--- src/rtl/ps2_pkg.sv ---
// Shared constants, FSM state type and event payload for the PS/2 scan-code decoder.
package ps2_pkg;

    localparam logic [7:0] BYTE_E0 = 8'hE0;
    localparam logic [7:0] BYTE_F0 = 8'hF0;
    localparam logic [7:0] BYTE_E1 = 8'hE1;
    localparam logic [7:0] BYTE_AA = 8'hAA;
    localparam logic [7:0] BYTE_FC = 8'hFC;
    localparam logic [7:0] BYTE_FA = 8'hFA;
    localparam logic [7:0] BYTE_EE = 8'hEE;
    localparam logic [7:0] BYTE_FE = 8'hFE;
    localparam logic [7:0] BYTE_00 = 8'h00;
    localparam logic [7:0] BYTE_FF = 8'hFF;

    localparam logic [7:0] KEY_UP    = 8'h75;
    localparam logic [7:0] KEY_DOWN  = 8'h72;
    localparam logic [7:0] KEY_LEFT  = 8'h6B;
    localparam logic [7:0] KEY_RIGHT = 8'h74;

    localparam int unsigned SKIP_W     = 3;
    localparam int unsigned PAUSE_SKIP = 7;

    typedef enum logic [2:0] {
        ST_IDLE,
        ST_EXT,
        ST_REL,
        ST_EXT_REL,
        ST_PAUSE
    } state_t;

    typedef struct packed {
        logic       ext;
        logic       rel;
        logic [7:0] code;
    } evt_t;

    // One-hot {up, down, left, right} bit for an arrow code, zero otherwise.
    function automatic logic [3:0] arrow_mask(input logic [7:0] code);
        logic [3:0] m;
        m = 4'b0000;
        case (code)
            KEY_UP:    m = 4'b1000;
            KEY_DOWN:  m = 4'b0100;
            KEY_LEFT:  m = 4'b0010;
            KEY_RIGHT: m = 4'b0001;
            default:   m = 4'b0000;
        endcase
        return m;
    endfunction

endpackage

--- src/rtl/ps2_scan_decoder_if.sv ---
// Byte-stream input, event stream output and status bundle of the scan decoder.
interface ps2_scan_decoder_if;
    import ps2_pkg::*;

    logic       BYTE_VALID;
    logic       BYTE_ERR;
    logic [7:0] BYTE_DATA;
    logic       EVT_VALID;
    logic       EVT_READY;
    logic [7:0] EVT_CODE;
    logic       EVT_EXT;
    logic       EVT_REL;
    logic [3:0] ARROW_HELD;
    logic       BAT_OK;
    logic       BAT_FAIL;
    logic       OVERFLOW;
    logic [7:0] ERR_CNT;

    // Receiver/consumer side.
    modport master (
        output BYTE_VALID, BYTE_ERR, BYTE_DATA, EVT_READY,
        input  EVT_VALID, EVT_CODE, EVT_EXT, EVT_REL,
        input  ARROW_HELD, BAT_OK, BAT_FAIL, OVERFLOW, ERR_CNT
    );

    // Decoder side.
    modport slave (
        input  BYTE_VALID, BYTE_ERR, BYTE_DATA, EVT_READY,
        output EVT_VALID, EVT_CODE, EVT_EXT, EVT_REL,
        output ARROW_HELD, BAT_OK, BAT_FAIL, OVERFLOW, ERR_CNT
    );
endinterface

--- src/rtl/ps2_event_fifo.sv ---
// First-word fall-through event FIFO with a registered head entry.
module ps2_event_fifo
    import ps2_pkg::*;
#(
    parameter int unsigned DEPTH = 4
) (
    input  logic CLK,
    input  logic RST,
    input  logic push,
    input  evt_t din,
    input  logic pop,
    output logic push_accept_c,
    output logic full_c,
    output logic empty_c,
    output evt_t head,
    output logic head_valid
);

    localparam int unsigned AW = (DEPTH > 1) ? $clog2(DEPTH) : 1;

    evt_t          mem [DEPTH];
    logic [AW:0]   wr_ptr;
    logic [AW:0]   rd_ptr;
    logic [AW:0]   rd_nxt;
    logic [AW:0]   count;
    evt_t          head_d;
    logic          head_valid_d;

    assign count         = wr_ptr - rd_ptr;
    assign rd_nxt        = rd_ptr + (AW+1)'(1);
    assign empty_c       = (wr_ptr == rd_ptr);
    assign full_c        = (wr_ptr[AW] != rd_ptr[AW]) && (wr_ptr[AW-1:0] == rd_ptr[AW-1:0]);
    assign push_accept_c = push && (!full_c || pop);

    // Next head entry: refilled on a pop, or loaded by a push into an empty FIFO.
    always_comb begin
        head_d       = head;
        head_valid_d = head_valid;
        if (pop) begin
            if (count == (AW+1)'(1)) begin
                if (push_accept_c) begin
                    head_d       = din;
                    head_valid_d = 1'b1;
                end else begin
                    head_d       = '0;
                    head_valid_d = 1'b0;
                end
            end else begin
                head_d = mem[rd_nxt[AW-1:0]];
            end
        end else if (empty_c && push_accept_c) begin
            head_d       = din;
            head_valid_d = 1'b1;
        end
    end

    // Pointer and head registers.
    always_ff @(posedge CLK) begin
        if (RST) begin
            wr_ptr     <= '0;
            rd_ptr     <= '0;
            head       <= '0;
            head_valid <= 1'b0;
        end else begin
            if (push_accept_c) wr_ptr <= wr_ptr + (AW+1)'(1);
            if (pop)           rd_ptr <= rd_nxt;
            head       <= head_d;
            head_valid <= head_valid_d;
        end
    end

    // Storage array; contents are don't-care until written.
    always_ff @(posedge CLK) begin
        if (push_accept_c) mem[wr_ptr[AW-1:0]] <= din;
    end

endmodule

--- src/rtl/ps2_scan_decoder.sv ---
// PS/2 scan-code decoder: prefix FSM, pause skipper, arrow tracking, status and event FIFO.
module ps2_scan_decoder
    import ps2_pkg::*;
#(
    parameter int unsigned FIFO_DEPTH = 4
) (
    input  logic                CLK,
    input  logic                RST,
    ps2_scan_decoder_if.slave   bus
);

    state_t              state_q, state_d;
    logic [SKIP_W-1:0]   skip_q, skip_d;
    logic [3:0]          arrow_q, arrow_d;
    logic                bat_ok_q, bat_ok_d;
    logic                bat_fail_q, bat_fail_d;
    logic                overflow_q, overflow_d;
    logic [7:0]          err_cnt_q, err_cnt_d;
    logic                emit;
    evt_t                evt;
    logic                fifo_push_accept_c;
    logic                fifo_full_c;
    logic                fifo_empty_c;
    logic                fifo_pop_c;
    evt_t                fifo_head;
    logic                fifo_head_valid;

    assign fifo_pop_c = bus.EVT_READY && !fifo_empty_c;

    ps2_event_fifo #(.DEPTH(FIFO_DEPTH)) u_fifo (
        .CLK           (CLK),
        .RST           (RST),
        .push          (emit),
        .din           (evt),
        .pop           (fifo_pop_c),
        .push_accept_c (fifo_push_accept_c),
        .full_c        (fifo_full_c),
        .empty_c       (fifo_empty_c),
        .head          (fifo_head),
        .head_valid    (fifo_head_valid)
    );

    // State and status registers.
    always_ff @(posedge CLK) begin
        if (RST) begin
            state_q    <= ST_IDLE;
            skip_q     <= '0;
            arrow_q    <= '0;
            bat_ok_q   <= 1'b0;
            bat_fail_q <= 1'b0;
            overflow_q <= 1'b0;
            err_cnt_q  <= '0;
        end else begin
            state_q    <= state_d;
            skip_q     <= skip_d;
            arrow_q    <= arrow_d;
            bat_ok_q   <= bat_ok_d;
            bat_fail_q <= bat_fail_d;
            overflow_q <= overflow_d;
            err_cnt_q  <= err_cnt_d;
        end
    end

    // Byte decode: prefix tracking, event emission and status updates.
    always_comb begin
        state_d    = state_q;
        skip_d     = skip_q;
        arrow_d    = arrow_q;
        bat_ok_d   = bat_ok_q;
        bat_fail_d = bat_fail_q;
        overflow_d = overflow_q;
        err_cnt_d  = err_cnt_q;
        emit       = 1'b0;
        evt        = '0;

        if (bus.BYTE_VALID) begin
            if (bus.BYTE_ERR) begin
                state_d = ST_IDLE;
                skip_d  = '0;
                if (err_cnt_q != 8'hFF) err_cnt_d = err_cnt_q + 8'd1;
            end else begin
                unique case (state_q)
                    ST_IDLE: begin
                        case (bus.BYTE_DATA)
                            BYTE_E0: state_d = ST_EXT;
                            BYTE_F0: state_d = ST_REL;
                            BYTE_E1: begin
                                emit     = 1'b1;
                                evt.code = BYTE_E1;
                                skip_d   = SKIP_W'(PAUSE_SKIP);
                                state_d  = ST_PAUSE;
                            end
                            BYTE_AA: bat_ok_d   = 1'b1;
                            BYTE_FC: bat_fail_d = 1'b1;
                            BYTE_FA, BYTE_EE, BYTE_FE, BYTE_00, BYTE_FF: ;
                            default: begin
                                emit     = 1'b1;
                                evt.code = bus.BYTE_DATA;
                            end
                        endcase
                    end
                    ST_EXT: begin
                        if (bus.BYTE_DATA == BYTE_F0) begin
                            state_d = ST_EXT_REL;
                        end else if (bus.BYTE_DATA != BYTE_E0) begin
                            emit     = 1'b1;
                            evt.ext  = 1'b1;
                            evt.code = bus.BYTE_DATA;
                            state_d  = ST_IDLE;
                        end
                    end
                    ST_REL: begin
                        if (bus.BYTE_DATA == BYTE_E0) begin
                            state_d = ST_EXT;
                        end else if (bus.BYTE_DATA != BYTE_F0) begin
                            emit     = 1'b1;
                            evt.rel  = 1'b1;
                            evt.code = bus.BYTE_DATA;
                            state_d  = ST_IDLE;
                        end
                    end
                    ST_EXT_REL: begin
                        if (bus.BYTE_DATA != BYTE_E0 && bus.BYTE_DATA != BYTE_F0) begin
                            emit     = 1'b1;
                            evt.ext  = 1'b1;
                            evt.rel  = 1'b1;
                            evt.code = bus.BYTE_DATA;
                            state_d  = ST_IDLE;
                        end
                    end
                    ST_PAUSE: begin
                        skip_d = skip_q - SKIP_W'(1);
                        if (skip_q <= SKIP_W'(1)) state_d = ST_IDLE;
                    end
                    default: state_d = ST_IDLE;
                endcase
            end
        end

        // Arrow state follows extended makes/breaks even when the FIFO drops the event.
        if (emit && evt.ext) begin
            if (evt.rel) arrow_d = arrow_q & ~arrow_mask(evt.code);
            else         arrow_d = arrow_q |  arrow_mask(evt.code);
        end

        if (emit && fifo_full_c && !fifo_push_accept_c) overflow_d = 1'b1;
    end

    assign bus.EVT_VALID  = fifo_head_valid;
    assign bus.EVT_CODE   = fifo_head.code;
    assign bus.EVT_EXT    = fifo_head.ext;
    assign bus.EVT_REL    = fifo_head.rel;
    assign bus.ARROW_HELD = arrow_q;
    assign bus.BAT_OK     = bat_ok_q;
    assign bus.BAT_FAIL   = bat_fail_q;
    assign bus.OVERFLOW   = overflow_q;
    assign bus.ERR_CNT    = err_cnt_q;

endmodule

--- src/flat_wrapper.sv ---
// flat-port wrapper written by rule: the top's interface ports become plain ports
module ps2_scan_decoder_flat import ps2_pkg::*;
#(
    parameter int unsigned FIFO_DEPTH = 4
)
  (CLK, RST, bus_BYTE_VALID, bus_BYTE_ERR, bus_BYTE_DATA, bus_EVT_READY, bus_EVT_VALID, bus_EVT_CODE, bus_EVT_EXT, bus_EVT_REL, bus_ARROW_HELD, bus_BAT_OK, bus_BAT_FAIL, bus_OVERFLOW, bus_ERR_CNT);
  ps2_scan_decoder_if bus_i ();
  input  logic CLK;
  input  logic RST;
  input wire logic [$bits(bus_i.BYTE_VALID)-1:0] bus_BYTE_VALID;
  input wire logic [$bits(bus_i.BYTE_ERR)-1:0] bus_BYTE_ERR;
  input wire logic [$bits(bus_i.BYTE_DATA)-1:0] bus_BYTE_DATA;
  input wire logic [$bits(bus_i.EVT_READY)-1:0] bus_EVT_READY;
  output wire logic [$bits(bus_i.EVT_VALID)-1:0] bus_EVT_VALID;
  output wire logic [$bits(bus_i.EVT_CODE)-1:0] bus_EVT_CODE;
  output wire logic [$bits(bus_i.EVT_EXT)-1:0] bus_EVT_EXT;
  output wire logic [$bits(bus_i.EVT_REL)-1:0] bus_EVT_REL;
  output wire logic [$bits(bus_i.ARROW_HELD)-1:0] bus_ARROW_HELD;
  output wire logic [$bits(bus_i.BAT_OK)-1:0] bus_BAT_OK;
  output wire logic [$bits(bus_i.BAT_FAIL)-1:0] bus_BAT_FAIL;
  output wire logic [$bits(bus_i.OVERFLOW)-1:0] bus_OVERFLOW;
  output wire logic [$bits(bus_i.ERR_CNT)-1:0] bus_ERR_CNT;
  assign bus_i.BYTE_VALID = bus_BYTE_VALID;
  assign bus_i.BYTE_ERR = bus_BYTE_ERR;
  assign bus_i.BYTE_DATA = bus_BYTE_DATA;
  assign bus_i.EVT_READY = bus_EVT_READY;
  assign bus_EVT_VALID = bus_i.EVT_VALID;
  assign bus_EVT_CODE = bus_i.EVT_CODE;
  assign bus_EVT_EXT = bus_i.EVT_EXT;
  assign bus_EVT_REL = bus_i.EVT_REL;
  assign bus_ARROW_HELD = bus_i.ARROW_HELD;
  assign bus_BAT_OK = bus_i.BAT_OK;
  assign bus_BAT_FAIL = bus_i.BAT_FAIL;
  assign bus_OVERFLOW = bus_i.OVERFLOW;
  assign bus_ERR_CNT = bus_i.ERR_CNT;
  ps2_scan_decoder #(.FIFO_DEPTH(FIFO_DEPTH)) u_core (.CLK(CLK), .RST(RST), .bus(bus_i));
endmodule
--- config.mk ---
export PLATFORM = sky130hd
export DESIGN_NAME = ps2_scan_decoder_flat
export DESIGN_NICKNAME = d
export VERILOG_FILES = /design/src/rtl/ps2_pkg.sv /design/src/rtl/ps2_scan_decoder_if.sv /design/src/rtl/ps2_event_fifo.sv /design/src/rtl/ps2_scan_decoder.sv /design/src/flat_wrapper.sv
export SDC_FILE = /design/constraint.sdc
export NUM_CORES = 1
export LEC_CHECK = 0
export BUFFER_PORTS_ARGS = -buffer_cell sky130_fd_sc_hd__buf_2
export CORE_MARGIN = 3
export CORE_UTILIZATION = 25
export CTS_CLUSTER_DIAMETER = 150
export DETAILED_ROUTE_END_ITERATION = 16
export PLACE_DENSITY = 0.44
export SLEW_MARGIN = 20
export SYNTH_ARGS = -nofsm -noshare
export SYNTH_HDL_FRONTEND = slang
export SYNTH_SLANG_ARGS = --single-unit
export TNS_END_PERCENT = 100
--- constraint.sdc ---
create_clock -name CLK -period 8 [get_ports CLK]
set_input_delay 0.4 -clock CLK [delete_from_list [all_inputs] [get_ports CLK]]
set_output_delay 0.4 -clock CLK [all_outputs]
set_load 0.05 [all_outputs]
==> summary.txt, run 1 <==
Clocking
  • Number of setup buffers added after CTS: 0
  • CTS max path bufs: 2
  • Root Buffer: clkbuf_16
  • Hold buffers post-CTS: 0
  • CTS Buf Count: 9
  • # H-tree levels: 3
  • CTS tree: built
  • Worst skew pair latency: 0.33 ns
  • Post_cts resized: 0
  • Clock slew at reported path FFs: 0.06 ns
  • Clock sink count: 78

Global routing
  • Global Route met1 Usage: 16.14%
  • Largest net degree at the start of global routing: 35
  • Global route overflow: 0
  • First-pass GRT wire length: 15.89 mm
  • Total track usage: 11.62%
  • Met3 Resource Use GR: 2.039%
  • Antenna violations before repair: 0
  • Met2 Track Usage GR: 17.66%
  • GRT busiest layer: met2
  • Number of global-route vias before repair: 2824

Worst setup path
  • Critical path's largest stage delay: 0.58 ns
  • Cell family with the largest share of critical-path delay: simple AND/OR/NAND/NOR gates
  • Startpoint Class: flop
  • CP Capture Type: flop
  • WP data arrival: 3.33 ns
  • Stages on the worst setup path: 8
  • CP bufs+invs: 0
  • Critical Path, Cell by Cell: ha_1 > fa_1 > or3b_1 > a21oi_2 > nor2_2 > nor4b_4 > a221oi_1 > a311oi_1
  • Slowest CP cell: dfxtp_1
  • R2R cell count: 8
  • Crit path required time: 8.24 ns
  • Critical-path maximum fanout: 13
  • Setup CP Type: reg -> reg

Cells and area
  • Final layout net count: between 400 and 500
  • Most frequent cells in the layout: edfxtp_1 (40), dfxtp_1 (38), buf_2 (38)
  • Layout Cells excl Fill: 595
  • ANT cells: 0
  • Commonest non-fill, non-tap cell in the layout: edfxtp_1
  • Layout filler cell count: 1638
  • Area Overhead vs Synth: 14.20%
  • End-of-flow core utilization: 29.86%
  • Share of layout cells above drive strength 1: between 20% and 30%

Floorplanning
  • Chip Width: 133.5 um
  • Cell Rows: 45
  • IO Pins: 39
  • CORE AREA: between 15000 and 20000 um2
  • Die Y-Extent: 133.5 um
  • Initial Util: 26.14%
  • Die area: ~18000 um2

Synthesis
  • Async set or reset register ratio after synthesis: 0%
  • Mapped Nets: 375
  • Synthesis Warnings: 0
  • Ys flop type: edfxtp_1
  • Mapped Area: 4063 um2
  • Distinct cells, synth: 78
  • Syn avg cell area: 11.57 um2
  • Share of the yosys chip area belonging to registers: 48.29%
  • Syn Inst Count: 351
  • EDFF count, synth: 40
  • Yosys reg bits: 78

Placed design
  • GPL Wtd Cong: 0.7545
  • DP Wirelength: 7.145 mm
  • PortBufs: 38
  • Placed Instances: 579

Detailed routing
  • DRC viols: 0
  • WL per Instance: between 15 and 20 um
  • ANT nets after route: 0
  • WL final: between 9 and 10 mm
  • First-pass DRT Iterations: 4
  • Vias per cell: 4.736
  • Initial detailed-routing violation count: 173
  • Vias post-DR: about 2800

Timing
  • Setup TNS: 0 ns
  • RSZ-0062 raised after global routing: no
  • Final Setup Violations: 0
  • WHS: 0.3970 ns
  • Final Max Slew Viols: 0
  • Relative max-transition margin: 42.36%
  • Min Tclk post-route: 3.092 ns
  • Hold Fails Final Rpt: 0
  • Least-Margin Pin Slew: 0.8634 ns
  • Peak Freq: 323.4 MHz
  • Final worst-path cycle share: 38.65%
  • Final setup skew: 0.004329 ns

Hold path
  • Hold depth: 2
  • Hold/Removal Path Class: in -> reg

Outcome
  • Status: completed

Flow run
  • Number of max-cap violations: 0

Power and ir drop
  • VDD IR max: 0.09703 mV
  • Leakage power: 1.711 nW
  • Power, Total: 1.021 mW
  • P per Cell Area: between 200 and 250 nW/um2
## Yosys cell counts, types with 2 or more instances
| cell | instances | share of area [%] |
|---|---|---|
| nor4b_1 | 2 | 0.43 |
| xnor2_1 | 6 | 1.3 |
| nor2_1 | 31 | 2.9 |
| nor3_4 | 2 | 0.80 |
| nor2b_1 | 5 | 0.77 |
| a311oi_1 | 5 | 1.1 |
| and3_4 | 2 | 0.55 |
| clkbuf_2 | 2 | 0.25 |
| mux2i_1 | 5 | 1.2 |
| a21o_1 | 3 | 0.55 |
| a41oi_1 | 3 | 0.65 |
| nand4_1 | 3 | 0.46 |
| a211oi_1 | 2 | 0.37 |
| a2bb2oi_1 | 3 | 0.65 |
| buf_6 | 3 | 0.83 |
| and2b_1 | 2 | 0.37 |
| nand2_1 | 20 | 1.8 |
| mux4_2 | 10 | 5.5 |
| buf_4 | 4 | 0.74 |
| and2_1 | 11 | 1.7 |
| inv_1 | 14 | 1.3 |
| or3_1 | 3 | 0.46 |
| o21ai_0 | 8 | 0.99 |
| ha_1 | 10 | 3.1 |
| nor3_1 | 8 | 0.99 |
| dfxtp_1 | 38 | 19 |
| nor2_2 | 3 | 0.46 |
| a41o_1 | 2 | 0.49 |
| edfxtp_1 | 40 | 30 |
| and3_1 | 13 | 2.0 |
| buf_2 | 3 | 0.37 |
| nand3_1 | 10 | 1.2 |
| a221oi_1 | 4 | 0.86 |
| a21oi_1 | 11 | 1.4 |
| nand2b_1 | 3 | 0.46 |
| a21oi_2 | 2 | 0.43 |
| clkbuf_1 | 5 | 0.46 |
| xor2_1 | 4 | 0.86 |
| o21ba_2 | 2 | 0.49 |
| nor4b_4 | 3 | 1.8 |
| a221o_1 | 4 | 0.99 |
## per-stage QoR
stage          worst slack [ns]  instance area (um2)
4_1_cts                   4.880                 4639
5_1_grt                   4.639                 4639
6_report                  4.908                 4639
3_5_place_dp              4.899                 4375
2_1_floorplan             5.422                 4063
3_3_place_gp              4.974                 4375
## power by group
part / leakage [nW] / total [mW] / switching, mW / internal [mW]
clock network: 0.131 / 0.367 / 0.149 / 0.218
logic: 0.893 / 0.199 / 0.125 / 0.0742
registers: 0.688 / 0.454 / 0.0173 / 0.437
## final cells by class
cell class	instances	area, um2	share of cell area, %
Clock inverter	2	10.01	0.2157
Inverter	14	52.55	1.133
Timing Repair Buffer	38	190.2	4.099
Clock buffer	14	254.0	5.475
Multi-Input combinational cell	238	1907	41.10
Sequential cell	78	1962	42.29
Tap cell	211	264.0	5.690
## state kept, by name (all words and copies together) (netlist names), named ones only
| signal | count |
|---|---|
| u_core.bus.BAT_FAIL | 1 |
| u_core.bus.BAT_OK | 1 |
| u_core.bus.ERR_CNT | 8 |
| u_core.bus.OVERFLOW | 1 |
| u_core.skip_q | 3 |
| u_core.state_q | 3 |
| u_core.u_fifo.head | 10 |
| u_core.u_fifo.head_valid | 1 |
| u_core.u_fifo.mem | 40 |
| u_core.u_fifo.rd_ptr | 3 |
| u_core.u_fifo.wr_ptr | 3 |
## cell families after synthesis
family	count (synthesis)	share of synthesized area, %
AOI/OAI and AO/OA	64	12.57
muxes	18	7.699
DFF	78	48.29
xor gates and xnor gates	11	2.556
and+or+nand+nor	134	20.54
buffers and inverters	35	4.773
adders and majority gates	11	3.573
## path summary, 6_finish.rpt
path	startpoint	to	slack, ns
max	u_core.u_fifo.rd_ptr[0]	u_core.u_fifo.head[6]	4.91
min	bus_BYTE_VALID	u_core.skip_q[0]	0.40
max reg2reg	u_core.u_fifo.rd_ptr[0]	u_core.u_fifo.head[6]	4.91
min reg2reg	u_core.u_fifo.head[8]	u_core.u_fifo.head[8]	0.47
## layer usage
metal  share of wire [%]  up-vias
met2                  45       70
li1                    -     1371
met5                   0        -
met4                 1.7        0
met3                 4.9       16
met1                  48     1361
Note: power is estimated with default switching activity, not from simulation.
==> run 2: changes to the inputs <==
--- a/config.mk
+++ b/config.mk
@@ -10,7 +10,7 @@
 export CORE_UTILIZATION = 25
 export CTS_CLUSTER_DIAMETER = 150
 export DETAILED_ROUTE_END_ITERATION = 16
-export PLACE_DENSITY = 0.44
+export PLACE_DENSITY = 0.46
 export SLEW_MARGIN = 20
 export SYNTH_ARGS = -nofsm -noshare
 export SYNTH_HDL_FRONTEND = slang
==> constraint.sdc (replaced) <==
create_clock -name CLK -period 2.55 [get_ports CLK]
set_input_delay 0.1275 -clock CLK [delete_from_list [all_inputs] [get_ports CLK]]
set_output_delay 0.1275 -clock CLK [all_outputs]
set_load 0.05 [all_outputs]
==> run 2 against run 1 <==
Global-route usage hardly changed. Die area did not move. Clock power increased to 3.2 times the previous value. Core utilization increased by 1.9 points. The run now ends with negative setup slack left. Critical path type unchanged. Register-to-register slack worse by 5.0 ns. Total power rose to 3.3 times the previous value. Critical endpoint is now u_core.u_fifo.head[5].
==> summary.txt, run 2 (synthesis gave the netlist of run 1 again) <==
Detailed routing
  • DRC viols: 0 (unchanged)
  • WL per Instance: 16.33 um (-1.2%)
  • First-pass DRT Iterations: 4 (unchanged)
  • WL final: 10.14 mm (+3.1%)
  • Vias per cell: 4.684 (-1.1%)
  • Initial detailed-routing violation count: 159 (-8.1%)
  • Vias post-DR: 2909 (+3.2%)
  • ANT nets after route: 0 (unchanged)

Global routing
  • Number of global-route vias before repair: 2805 (-0.67%)
  • Antenna violations before repair: 0 (unchanged)
  • Largest net degree at the start of global routing: 19 (-46%)
  • First-pass GRT wire length: 15.78 mm (-0.69%)
  • Global route overflow: 0 (unchanged)
  • Total track usage: 11.66% (+0.045 points)

Hold path
  • Hold/Removal Path Class: in -> reg
  • Hold depth: 2 (unchanged)

Timing
  • Min Tclk post-route: 2.595 ns (-0.4972 ns)
  • Relative max-transition margin: 64.54% (+22 points)
  • Final worst-path cycle share: 101.7% (+63 points)
  • Hold Fails Final Rpt: 0 (unchanged)
  • Final setup margin: -0.04452 ns (-4.953 ns)
  • Peak Freq: 385.4 MHz (+19%)
  • Final Max Slew Viols: 0 (unchanged)
  • Final Setup Violations: 7 (+7)
  • Least-Margin Pin Slew: 0.5313 ns (-0.3321 ns)
  • RSZ-0062 raised after global routing: yes
  • Final setup skew: 0.004355 ns (+0.00002615 ns)

Clocking
  • CTS tree: built
  • Clock sink count: 78 (unchanged)
  • CTS Buf Count: 9 (unchanged)
  • Worst skew pair latency: 0.34 ns (about the same)
  • Hold buffers post-CTS: 0 (unchanged)
  • # H-tree levels: 3 (unchanged)
  • Clock slew at reported path FFs: 0.06 ns (about the same)
  • CTS max path bufs: 2 (unchanged)
  • Root Buffer: clkbuf_16

Cells and area
  • ANT cells: 0 (unchanged)
  • Max reg flops: 40 (unchanged)
  • Most frequent cells in the layout: edfxtp_1 (40), buf_2 (38), dfxtp_1 (37)
  • Area Overhead vs Synth: 21.59%
  • Final layout net count: 429 (+6.5%)
  • Design area: 4940 um2 (+6.5%)
  • Commonest non-fill, non-tap cell in the layout: edfxtp_1
  • Layout filler cell count: 1605 (-2.0%)
  • Share of layout cells above drive strength 1: 29.27% (+6.9 points)

Placed design
  • PortBufs: 38 (unchanged)
  • DP Wirelength: 7.384 mm (+3.3%)
  • Dpl cell area: 4606 um2 (+5.3%)
  • GPL Wtd Cong: 0.7419 (-1.7%)
  • Pre-CTS setup slack: 0.03046 ns (-4.869 ns)

Worst setup path
  • R2R cell count: 9 (+1)
  • CP Capture Type: flop
  • Startpoint Class: flop
  • Critical-path maximum fanout: 4 (-9)
  • Setup CP Type: reg -> reg
  • Crit path required time: 2.81 ns (-5.43 ns)
  • WP data arrival: 2.85 ns (-0.48 ns)

Floorplanning
  • CORE AREA: 15540 um2 (unchanged)
  • Initial Util: 26.14% (unchanged)
  • Cell Rows: 45 (unchanged)
  • Die Y-Extent: 133.5 um (unchanged)
  • Chip Width: 133.5 um (unchanged)
  • Die area: 17820 um2 (unchanged)
  • IO Pins: 39 (unchanged)

Outcome
  • Failing checks: negative setup slack
  • Status: finished, violations left

Power and ir drop
  • Sw Ratio: 29.61% (+1.0 points)
  • Leakage power: 1.855 nW (+8.4%)
  • Sequential share of power: 41.9% (-2.6 points)
  • Internal Power: 2.364 mW (+220%)
  • VDD IR max: 0.3072 mV (+220%)
  • Net Sw Power: 0.9943 mW (+240%)
  • P per Cell Area: 679.8 nW/um2 (+210%)
  • Clk pwr share: 35.5% (-0.5 points)
  • Combinational power share: 22.6% (+3.1 points)

Flow run
  • Number of max-cap violations: 0 (unchanged)
## run 2: final cells by class
cell class	count	area [um2]	area share (%)
flip-flops and latches	78	1963	39.74
multi-input cells	238	1953	39.54
repair buffers	64	435.4	8.815
well taps	211	264.0	5.344
clock buffers	12	246.5	4.990
inverters	14	52.55	1.064
clock inverters	4	25.02	0.5066
## run 2: per-layer routing
| layer | up-vias | part of all wire (%) | GRT usage (%) |
|---|---|---|---|
| met2 | 54 | 46 | 17.44 |
| met1 | 1437 | 48 | 15.95 |
| li1 | 1409 | - | - |
| met3 | 9 | 5.0 | 3.890 |
| met5 | - | 0 | 0 |
| met4 | 0 | 1.1 | 3.771 |
## run 2: repair_timing
| item | CTS | global route |
|---|---|---|
| setup endpoints to repair | 0 | 7 |
| setup buffers | 0 | 3 |
| hold endpoints to repair | 0 | 0 |
| resized for setup | 0 | 9 |
## run 2: worst paths after layout
check,start,slack (ns),endpoint
setup / recovery,u_core.u_fifo.wr_ptr[0],-0.04,u_core.u_fifo.head[5]
hold / removal,bus_BYTE_VALID,0.10,u_core.skip_q[0]
setup reg to reg,u_core.u_fifo.wr_ptr[0],-0.04,u_core.u_fifo.head[5]
hold reg to reg,u_core.u_fifo.head[9],0.47,u_core.u_fifo.head[9]
## run 2: through the flow
| step | std cells | hold WS [ns] | power (mW) | setup TNS (ns) | utilization, % |
|---|---|---|---|---|---|
| CTS | 618 | 0.08389 | 3.359 | 0 | 31.38 |
| floorplan | 351 | 0.2387 | 1.954 | 0 | - |
| global route | 621 | 0.1127 | 3.523 | -0.7932 | 31.79 |
| finish | 621 | 0.1025 | 3.358 | -0.1527 | 31.79 |
| global placement | 602 | 0.4409 | 2.148 | 0 | 29.64 |
| detailed placement | 602 | 0.4487 | 2.155 | 0 | 29.64 |
## run 2: power by group through the flow
stage	Sequential (mW)	Clock, mW	Combinational, mW
after floorplan	1.53	0	0.422
after global placement	1.43	0	0.718
after detailed placement	1.43	0	0.723
after CTS	1.41	1.23	0.725
after global routing	1.41	1.28	0.826
final	1.41	1.19	0.759
## run 2: worst max-delay path, cell delays in order (launching register included)
cell      delay, ns
dfxtp_2        0.33
inv_2          0.04
ha_4           0.15
fa_1           0.57
or3b_4         0.40
a21oi_4        0.19
nor2_4         0.07
nor4b_4        0.42
a221oi_2       0.10
a311oi_1       0.24
